File: config.mk
export PLATFORM = sky130hd
export DESIGN_NAME = up_axi_slave
export DESIGN_NICKNAME = d
export VERILOG_FILES = /design/src/rtl/up_axi_slave.sv
export SDC_FILE = /design/constraint.sdc
export NUM_CORES = 1
export LEC_CHECK = 0
export ABC_AREA = 1
export BUFFER_PORTS_ARGS = -buffer_cell sky130_fd_sc_hd__buf_2
export CAP_MARGIN = 10
export CORE_MARGIN = 3
export CORE_UTILIZATION = 39
export DETAILED_ROUTE_END_ITERATION = 7
export PLACE_DENSITY_LB_ADDON = 0.15
export SLEW_MARGIN = 20
export SYNTH_ARGS = -nofsm -noshare
export SYNTH_HDL_FRONTEND = slang
export SYNTH_SLANG_ARGS = --single-unit
File: constraint.sdc
create_clock -name clk -period 1.31 [get_ports clk]
set_clock_uncertainty 0.15 [all_clocks]
set_input_delay 0.393 -clock clk [delete_from_list [all_inputs] [get_ports clk]]
set_output_delay 0.393 -clock clk [all_outputs]
set_load 0.05 [all_outputs]
File: src/rtl/up_axi_slave.sv
// AXI4-Lite slave to single-cycle "up" register-bus bridge, independent read and write FSMs.
// Optional macro UP_AXI_TIMEOUT_EN: 32-cycle ack timeout completing with SLVERR.
module up_axi_slave #(
  parameter int AXI_ADDRESS_WIDTH = 16
) (
  input  logic                         clk,
  input  logic                         resetn,
  input  logic                         up_axi_awvalid,
  output logic                         up_axi_awready,
  input  logic [AXI_ADDRESS_WIDTH-1:0] up_axi_awaddr,
  input  logic                         up_axi_wvalid,
  output logic                         up_axi_wready,
  input  logic [31:0]                  up_axi_wdata,
  input  logic [3:0]                   up_axi_wstrb,
  output logic                         up_axi_bvalid,
  input  logic                         up_axi_bready,
  output logic [1:0]                   up_axi_bresp,
  input  logic                         up_axi_arvalid,
  output logic                         up_axi_arready,
  input  logic [AXI_ADDRESS_WIDTH-1:0] up_axi_araddr,
  output logic                         up_axi_rvalid,
  input  logic                         up_axi_rready,
  output logic [1:0]                   up_axi_rresp,
  output logic [31:0]                  up_axi_rdata,
  output logic                         up_wreq,
  output logic [AXI_ADDRESS_WIDTH-3:0] up_waddr,
  output logic [31:0]                  up_wdata,
  input  logic                         up_wack,
  output logic                         up_rreq,
  output logic [AXI_ADDRESS_WIDTH-3:0] up_raddr,
  input  logic [31:0]                  up_rdata,
  input  logic                         up_rack
);

  typedef enum logic [1:0] {W_IDLE, W_WAIT, W_RESP} wstate_t;
  typedef enum logic [1:0] {R_IDLE, R_WAIT, R_RESP} rstate_t;

  wstate_t r_wstate, w_wstate_nxt;
  rstate_t r_rstate, w_rstate_nxt;

  logic                         r_wacc, r_racc;
  logic                         r_bvalid, w_bvalid_nxt;
  logic [1:0]                   r_bresp, w_bresp_nxt;
  logic                         r_rvalid, w_rvalid_nxt;
  logic [1:0]                   r_rresp, w_rresp_nxt;
  logic [31:0]                  r_rdata, w_rdata_nxt;
  logic [AXI_ADDRESS_WIDTH-3:0] r_waddr, r_raddr;
  logic [31:0]                  r_wdata;
  logic                         w_waccept, w_raccept;
  logic                         w_wto, w_rto;
  logic                         w_unused;

  assign w_unused  = ^{up_axi_wstrb, up_axi_awaddr[1:0], up_axi_araddr[1:0]};
  assign w_waccept = (r_wstate == W_IDLE) && up_axi_awvalid && up_axi_wvalid;
  assign w_raccept = (r_rstate == R_IDLE) && up_axi_arvalid;

`ifdef UP_AXI_TIMEOUT_EN
  logic [4:0] r_wcnt, r_rcnt;

  // Counters start on the cycle after the request pulse; count 31 is the 32nd wait cycle.
  assign w_wto = (r_wstate == W_WAIT) && !r_wacc && (r_wcnt == 5'd31);
  assign w_rto = (r_rstate == R_WAIT) && !r_racc && (r_rcnt == 5'd31);

  always_ff @(posedge clk) begin
    if (!resetn) begin
      r_wcnt <= '0;
      r_rcnt <= '0;
    end else begin
      if (w_waccept) r_wcnt <= '0;
      else if ((r_wstate == W_WAIT) && !r_wacc) r_wcnt <= r_wcnt + 5'd1;
      if (w_raccept) r_rcnt <= '0;
      else if ((r_rstate == R_WAIT) && !r_racc) r_rcnt <= r_rcnt + 5'd1;
    end
  end
`else
  assign w_wto = 1'b0;
  assign w_rto = 1'b0;
`endif

  always_ff @(posedge clk) begin
    if (!resetn) begin
      r_wstate <= W_IDLE;
      r_rstate <= R_IDLE;
      r_wacc   <= 1'b0;
      r_racc   <= 1'b0;
      r_bvalid <= 1'b0;
      r_bresp  <= 2'b00;
      r_rvalid <= 1'b0;
      r_rresp  <= 2'b00;
      r_rdata  <= '0;
      r_waddr  <= '0;
      r_wdata  <= '0;
      r_raddr  <= '0;
    end else begin
      r_wstate <= w_wstate_nxt;
      r_rstate <= w_rstate_nxt;
      r_wacc   <= w_waccept;
      r_racc   <= w_raccept;
      r_bvalid <= w_bvalid_nxt;
      r_bresp  <= w_bresp_nxt;
      r_rvalid <= w_rvalid_nxt;
      r_rresp  <= w_rresp_nxt;
      r_rdata  <= w_rdata_nxt;
      if (w_waccept) begin
        r_waddr <= up_axi_awaddr[AXI_ADDRESS_WIDTH-1:2];
        r_wdata <= up_axi_wdata;
      end
      if (w_raccept) r_raddr <= up_axi_araddr[AXI_ADDRESS_WIDTH-1:2];
    end
  end

  // Acks coinciding with the request pulse (r_wacc/r_racc) are not counted.
  always_comb begin
    w_wstate_nxt = r_wstate;
    w_bvalid_nxt = r_bvalid;
    w_bresp_nxt  = r_bresp;
    case (r_wstate)
      W_IDLE: if (w_waccept) w_wstate_nxt = W_WAIT;
      W_WAIT: begin
        if (!r_wacc && up_wack) begin
          w_bvalid_nxt = 1'b1;
          w_bresp_nxt  = 2'b00;
          w_wstate_nxt = W_RESP;
        end else if (w_wto) begin
          w_bvalid_nxt = 1'b1;
          w_bresp_nxt  = 2'b10;
          w_wstate_nxt = W_RESP;
        end
      end
      W_RESP: begin
        if (up_axi_bready) begin
          w_bvalid_nxt = 1'b0;
          w_wstate_nxt = W_IDLE;
        end
      end
      default: w_wstate_nxt = W_IDLE;
    endcase
  end

  always_comb begin
    w_rstate_nxt = r_rstate;
    w_rvalid_nxt = r_rvalid;
    w_rresp_nxt  = r_rresp;
    w_rdata_nxt  = r_rdata;
    case (r_rstate)
      R_IDLE: if (w_raccept) w_rstate_nxt = R_WAIT;
      R_WAIT: begin
        if (!r_racc && up_rack) begin
          w_rvalid_nxt = 1'b1;
          w_rresp_nxt  = 2'b00;
          w_rdata_nxt  = up_rdata;
          w_rstate_nxt = R_RESP;
        end else if (w_rto) begin
          w_rvalid_nxt = 1'b1;
          w_rresp_nxt  = 2'b10;
          w_rdata_nxt  = '0;
          w_rstate_nxt = R_RESP;
        end
      end
      R_RESP: begin
        if (up_axi_rready) begin
          w_rvalid_nxt = 1'b0;
          w_rstate_nxt = R_IDLE;
        end
      end
      default: w_rstate_nxt = R_IDLE;
    endcase
  end

  assign up_axi_awready = r_wacc;
  assign up_axi_wready  = r_wacc;
  assign up_wreq        = r_wacc;
  assign up_waddr       = r_waddr;
  assign up_wdata       = r_wdata;
  assign up_axi_bvalid  = r_bvalid;
  assign up_axi_bresp   = r_bresp;
  assign up_axi_arready = r_racc;
  assign up_rreq        = r_racc;
  assign up_raddr       = r_raddr;
  assign up_axi_rvalid  = r_rvalid;
  assign up_axi_rresp   = r_rresp;
  assign up_axi_rdata   = r_rdata;

endmodule

**Yosys cells after proc, flatten, opt, wreduce, memory -nomap -nowiden**

Cells that the tools add are included.
Widths: inputs -> output; s select.

- Bits in registers: 100
- Input port bits: 109

- Equality and inequality tests: 10
- Multiplexer cells: 14
- Reduce and logical (&&, ||, !) cells: 16

Operator list:

| kind | count |
|---|---|
| $mux 2 | 6 |
| $ne 2x2->1 const B | 6 |
| $pmux 2 s3 | 2 |
| $reduce_and 3->1 | 4 |
| $logic_and 1x1->1 | 5 |
| $eq 2x1->1 const B | 2 |
| $eq 2x2->1 const B | 2 |
| $logic_not 2->1 | 2 |
| $mux 1 | 4 |
| $pmux 1 s2 | 2 |
| $reduce_bool 2->1 | 2 |
| $logic_not 1->1 | 2 |
| $reduce_and 2->1 | 1 |

**Logic depth before layout (Yosys ltp)**

Gate-level depths: netlist of the first run.

- Depth after elaboration: 5
- Gate-level depth with buffers: 7

**Least setup slack after synthesis of the first run**

OpenSTA, ideal clock, no wires.

- Path type: flip-flop to flip-flop
- From: register r_racc, in the netlist up_axi_arready
- To: register r_rdata[0], in the netlist up_axi_rdata[0]
- Library setup time: 0.116 ns
- Arrival time: 1.256 ns
- Required time: 1.044 ns
- Path slack: -0.211 ns
- Cell stages (with the launch flop): 7
- Buffers on the path: 1
- Path through: dfxtp_1 nor2_1 nand2_4 inv_6 buf_4 nor2_1 nor2_1

- Cells in the longest elaborated chain, start to end: 3

RTL lines:

| what | RTL line | RTL |
|---|---|---|
| start: declaration | 41 | `logic r_wacc, r_racc;` |
| start signal: assignment | 98 | `r_racc <= w_raccept;` |
| $logic_not 1->1 | 148 | `if (!r_racc && up_rack) begin` |
| $logic_and 1x1->1 | 148 |  |
| $reduce_and 2->1 (no line) | -- |  |
| end signal: assignment | 103 | `r_rdata <= w_rdata_nxt;` |
| end: declaration | 46 | `logic [31:0] r_rdata, w_rdata_nxt;` |

No other way between the ends.
A chain may end at the register's enable or synchronous reset.

**Final worst setup path of the first run**

- From: register r_racc, in the netlist up_axi_arready
- To: output up_rreq

RTL lines:

| what | RTL line | RTL |
|---|---|---|
| end: declaration | 29 | `output logic up_rreq,` |

No word-level cell between the ends.

==> results.yml, run 1 <==
run_status:
  outcome: "finished, violations left"
  violations: "setup timing"
power_and_ir_drop:
  power_density_mw_per_mm2: 1155
  p_leak_nw: 2.939
  ir_worst_vdd_mv: 0.7327
  total_power_w: 0.007737
sta:
  rsz0062_at_grt: "yes"
  finalHoldViolCount: 0
  slew_violations: 0
  post-route-min-period_ns: 1.486
  max_freq_ghz: 0.6730
  final.setup.tns_ns: -9.785
  final-setup-viol-count: 143
  layout_setup_ws_ns: -0.1759
  fin_crit_sh_pct: 113.4
route:
  wl_per_cell_um: 15.33
  drt-initial-drc-count: 63
  drcViolationCount: 0
  num_vias: 3772
  routed_wl_mm: 11.93
  drtAntennaViolNets: 0
  routed_via_density: 4.848
  first_pass_iters: 4
synthesis:
  yosysTopAreaCell: "dfxtp_1"
  postSynthCellCount: 449
  avgSynthCellArea_um2: 7.995
  synth.area.top_cells: "dfxtp_1 (56%), nor2_1 (20%), o21ai_0 (11%)"
  synth_top_cell_area_share_pct: 55.77
  synthesis.area_mm2: 0.003590
  yosysSeqAreaShare_pct: 55.77
  ys_ff_latch: 100
  yosys_warnings: 0
  yosysUniqueCellTypes: 21
cells_and_area:
  drive_above_1_share_pct: 62.33
  layout_common_cells: "nor2_1 (151), buf_2 (100), buf_8 (95)"
  final_common_cell: "nor2_1"
  area.growth.synth_to_final_pct: 86.62
  nets: 773
setup_path:
  worst-setup-path-type: "flip-flop to output port"
  r2r-end: "up_wdata[24]"
  r2r-start: "r_wstate[1]"
  worstSetupStartpointType: "flip-flop"
  crit_fanout: 3
  endpoint_kind: "output port"
  r2r_setup_slack_ns: -0.08
  reg2reg_depth: 7
  required_ns: 0.77
  cp.arrival_ns: 0.94
floorplanning:
  die_x_um: 101.9
  coreArea_mm2: 0.008848
  io_pins: 212
  die_y_um: 101.9
  rows: 34
  initial_utilization_pct: 40.57
  dieArea_mm2: 0.01039
placed_design:
  place.gp.congestion: 0.7388
  place_hpwl_mm: 6.993
  io_buffers: 199
clocking:
  ctsRootBufferMaster: "clkbuf_8"
  clk_latency_ns: 0.34
  clk_pin_slew_worst_paths_ns: 0.10
  htree_levels: 3
  numCtsBuffers: 9
  clockBufferDepth: 2
  cts_tree: "done"
  cts_sinks: 100
  postCtsHoldBufs: 0
global_route:
  grt.total_usage_pct: 18.70
  grt_pass1_wl_mm: 15.63
  gr-usage-met3_pct: 4.915
  antenna_found_initial: 1
  grt_pass1_vias: 3334
  grt_max_degree: 47
  grt_busiest_layer: "met2"
  global_route.usage.met2_pct: 32.60
  met1_usage_pct: 22.18
  grt-ovfl-total: 0
run:
  drv_cap: 0
hold_path:
  min_path_type: "primary input to flip-flop"
  whs_endpoint: "up_wdata[12]"
  min_path_cells: 3
  min_from: "up_axi_wdata[12]"
-- cells in the mapped netlist --
cell / count
o21ai_1: 11
nor2_2: 1
nand2_1: 7
clkbuf_1: 10
inv_2: 4
buf_4: 12
o21ai_0: 82
buf_6: 8
nand2_2: 1
nor2_1: 189
buf_2: 2
inv_6: 1
nand2_4: 1
inv_1: 5
a21oi_1: 6
conb_1: 1
nand3b_1: 1
dfxtp_1: 100
nand4_4: 1
clkbuf_2: 2
nand3_1: 4
-- sequential cells by signal (all words and copies together) (netlist names) --
signal and cells:
up_axi_rdata 32, up_wdata 32, up_raddr 14, up_waddr 14, r_rstate 2, r_wstate 2, up_axi_arready 1, up_axi_awready 1
up_axi_bvalid 1, up_axi_rvalid 1
-- kinds of logic (layout without fill, tap and decap cells) --
family,count (synthesis),in the layout,synth area share (%)
other cells,1,5,0.1045
compound gates,99,99,13.80
buf+inv,44,261,7.808
simple gates,205,205,22.52
flops,100,100,55.77
-- worst max-delay path, cell delays in order (launching register included) --
cell	delay, ns
dfxtp_4	0.35
buf_6	0.12
buf_8	0.14
-- metal layers --
layer	part of all wire [%]	vias to the layer above
met3	6.8	24
met1	38	1739
li1	-	1855
met2	53	154
met4	2.7	0
met5	0	-
-- worst max path at each step --
stage          depth (start not counted)          endpoint  slack [ns]           start
6_report                               2           up_rreq       -0.18  up_axi_arready
5_1_grt                                2    up_axi_arready       -0.21  up_axi_arready
4_1_cts                                2           up_rreq       -0.20  up_axi_arready
3_5_place_dp                           7  up_axi_rdata[13]       -0.15         up_rack
3_3_place_gp                           7   up_axi_rdata[9]       -0.12         up_rack
2_1_floorplan                          5  up_axi_rdata[10]        0.02  up_axi_arready
-- power breakdown --
group	total, W	internal (W)	switching (W)
registers	0.00350	0.00329	0.000216
logic	0.00244	0.00106	0.00138
clock network	0.00179	0.000750	0.00104
-- layout make-up --
| type | count | area [um^2] |
|---|---|---|
| repair buffers | 235 | 2535 |
| flip-flops and latches | 100 | 2165 |
| fillers | 597 | 2150 |
| multi-input cells | 308 | 1612 |
| clock buffers | 11 | 141.4 |
| well taps | 108 | 135.1 |
| inverters | 10 | 73.82 |
| clock inverters | 5 | 35.03 |
| diodes | 1 | 2.502 |
-- through the flow --
step / area (um^2) / hold slack, ns / std cells / util [%] / setup WS (ns)
finish: 6699 / 0.1234 / 778 / 75.71 / -0.1759
global route: 6699 / 0.1288 / 778 / 75.71 / -0.2118
CTS: 5926 / 0.1068 / 760 / 66.97 / -0.2038
detailed placement: 4740 / 0.3055 / 742 / 53.56 / -0.1512
global placement: 4740 / 0.2994 / 742 / 53.56 / -0.1200
floorplan: 3606 / 0.3476 / 452 / - / 0.01815
-- what timing repair did --
action,4_1_cts,5_1_grt
gates resized for setup,361,166
buffers inserted,2,6
setup endpoints to repair,99,175
cloned,0,11
pin swaps,0,22
(Power assumes the default switching activity.)
==> run 2: changes to the inputs <==
SETUP_SLACK_MARGIN = 0.5   (was not set)
==> results.yml, run 2 (synthesized netlist as in run 1, its figures left out) <==
cells_and_area:
  fillCellCount: 385
  area.growth.synth_to_final_pct: 121.3
  n_antenna_cell: 0
  final_common_cell: "nor2_1"
  stdcell_area_mm2: 0.007944
  drive_above_1_share_pct: 77.37
  layout_common_cells: "nor2_1 (134), buf_2 (100), buf_8 (100)"
  nets: 812
setup_path:
  crit_fanout: 4
  endpoint_kind: "output port"
  cp_num_buf_inv: 1
  cpLargestDelayFamily: "flip-flops"
  max_stage_delay_ns: 0.41
  required_ns: 0.77
  cp.arrival_ns: 0.93
  slowest_stage: "dfxtp_4"
  worst-setup-path-type: "flip-flop to output port"
  path_cells: "buf_6"
  worstSetupStartpointType: "flip-flop"
global_route:
  grt.total_usage_pct: 26.05
  grt-ovfl-total: 0
  grt_pass1_vias: 4190
  grt_pass1_wl_mm: 20.93
  antenna_found_initial: 0
  grt_max_degree: 43
route:
  met2_wirelength_mm: 8.624
  num_vias: 4171
  highest_layer: "met4"
  drcViolationCount: 0
  drt-initial-drc-count: 79
  wl_met1_mm: 5.395
  wl_met3_mm: 1.087
  drtAntennaViolNets: 0
  wl_per_cell_um: 19.28
  first_pass_iters: 4
  routed_via_density: 5.118
  routed_wl_mm: 15.71
run_status:
  outcome: "finished, violations left"
  violations: "setup timing"
sta:
  final-setup-viol-count: 175
  fin_crit_sh_pct: 112.3
  holdWs_ns: 0.1280
  finalHoldViolCount: 0
  post-route-min-period_ns: 1.471
  slew_violations: 0
  rsz0062_at_grt: "yes"
  layout_setup_ws_ns: -0.1607
  max_freq_ghz: 0.6800
hold_path:
  min_path_type: "primary input to flip-flop"
clocking:
  cts_sinks: 100
  clk_latency_ns: 0.35
  ctsRootBufferMaster: "clkbuf_8"
  htree_levels: 3
  clk_pin_slew_worst_paths_ns: 0.10
  numCtsBuffers: 9
  cts_tree: "done"
  clockBufferDepth: 2
placed_design:
  io_buffers: 199
  place_hpwl_mm: 6.934
  placed_area_mm2: 0.005109
  post-place-ws_ns: -0.1475
  place.gp.congestion: 0.7387
power_and_ir_drop:
  power_density_mw_per_mm2: 1051
  ir_worst_vdd_mv: 0.6505
  p_leak_nw: 3.385
run:
  drv_cap: 0
floorplanning:
  die_x_um: 101.9
  rows: 34
  io_pins: 212
  dieArea_mm2: 0.01039
  coreArea_mm2: 0.008848
  die_y_um: 101.9
  initial_utilization_pct: 40.57
-- run 2: changes by cell type in the layout (fill, tap and decap cells not counted), moves of 8 or more --
cell       delta
dfxtp_4      +81
dfxtp_2      -79
o21ai_0      -55
o21ai_2      +52
nor2_1       -17
buf_16       +14
nor2_4       +14
buf_4        +13
clkbuf_16     -8
o21ai_4       +8
-- run 2: timing repair --
action	in CTS	in global routing
hold buffers	0	0
endpoints found under the setup margin	199	199
cloned	17	0
buffers inserted	19	27
pin swaps	31	31
resized for setup	473	86
-- run 2: per-layer routing --
metal | global-route usage (%) | vias up
li1 | - | 1943
met1 | 26.46 | 1971
met2 | 50.20 | 208
met3 | 6.758 | 49
met4 | 10.60 | 0
met5 | 0 | -
-- run 2: path summary, 6_finish.rpt --
path                                      start          endpoint  slack, ns  cells after the start
worst max register to register   up_axi_arready  up_axi_rdata[27]      -0.14                      7
worst max-delay path             up_axi_awready     up_axi_wready      -0.16                      1
worst min register to register  up_axi_rdata[6]   up_axi_rdata[6]       0.35                      2
worst min-delay path            up_axi_wdata[7]       up_wdata[7]       0.13                      3
-- run 2: power breakdown --
part           internal, W  switching [W]
Combinational      0.00133        0.00165
Sequential         0.00321       0.000228
Clock             0.000867        0.00106
-- run 2: area by class of cell --
| class | count | area, um^2 | share of cell area, % |
|---|---|---|---|
| flip-flops and latches | 100 | 2370 | 29.83 |
| clock inverters | 5 | 53.80 | 0.6773 |
| repair inverters | 3 | 52.55 | 0.6615 |
| inverters | 10 | 78.83 | 0.9923 |
| multi-input cells | 308 | 2054 | 25.86 |
| clock buffers | 10 | 127.6 | 1.607 |
| repair buffers | 271 | 3072 | 38.67 |
| well taps | 108 | 135.1 | 1.701 |
-- run 2: metrics by stage --
stage | TNS, ns | instances | util, % | total power (W)
6_report | -14.23 | 815 | 89.78 | 0.008351
5_1_grt | -20.60 | 815 | 89.78 | 0.008638
4_1_cts | -12.53 | 788 | 83.57 | 0.007993
3_5_place_dp | -3.790 | 737 | 57.73 | 0.005142
3_3_place_gp | -2.520 | 737 | 57.73 | 0.005116
2_1_floorplan | 0 | 452 | - | 0.004707
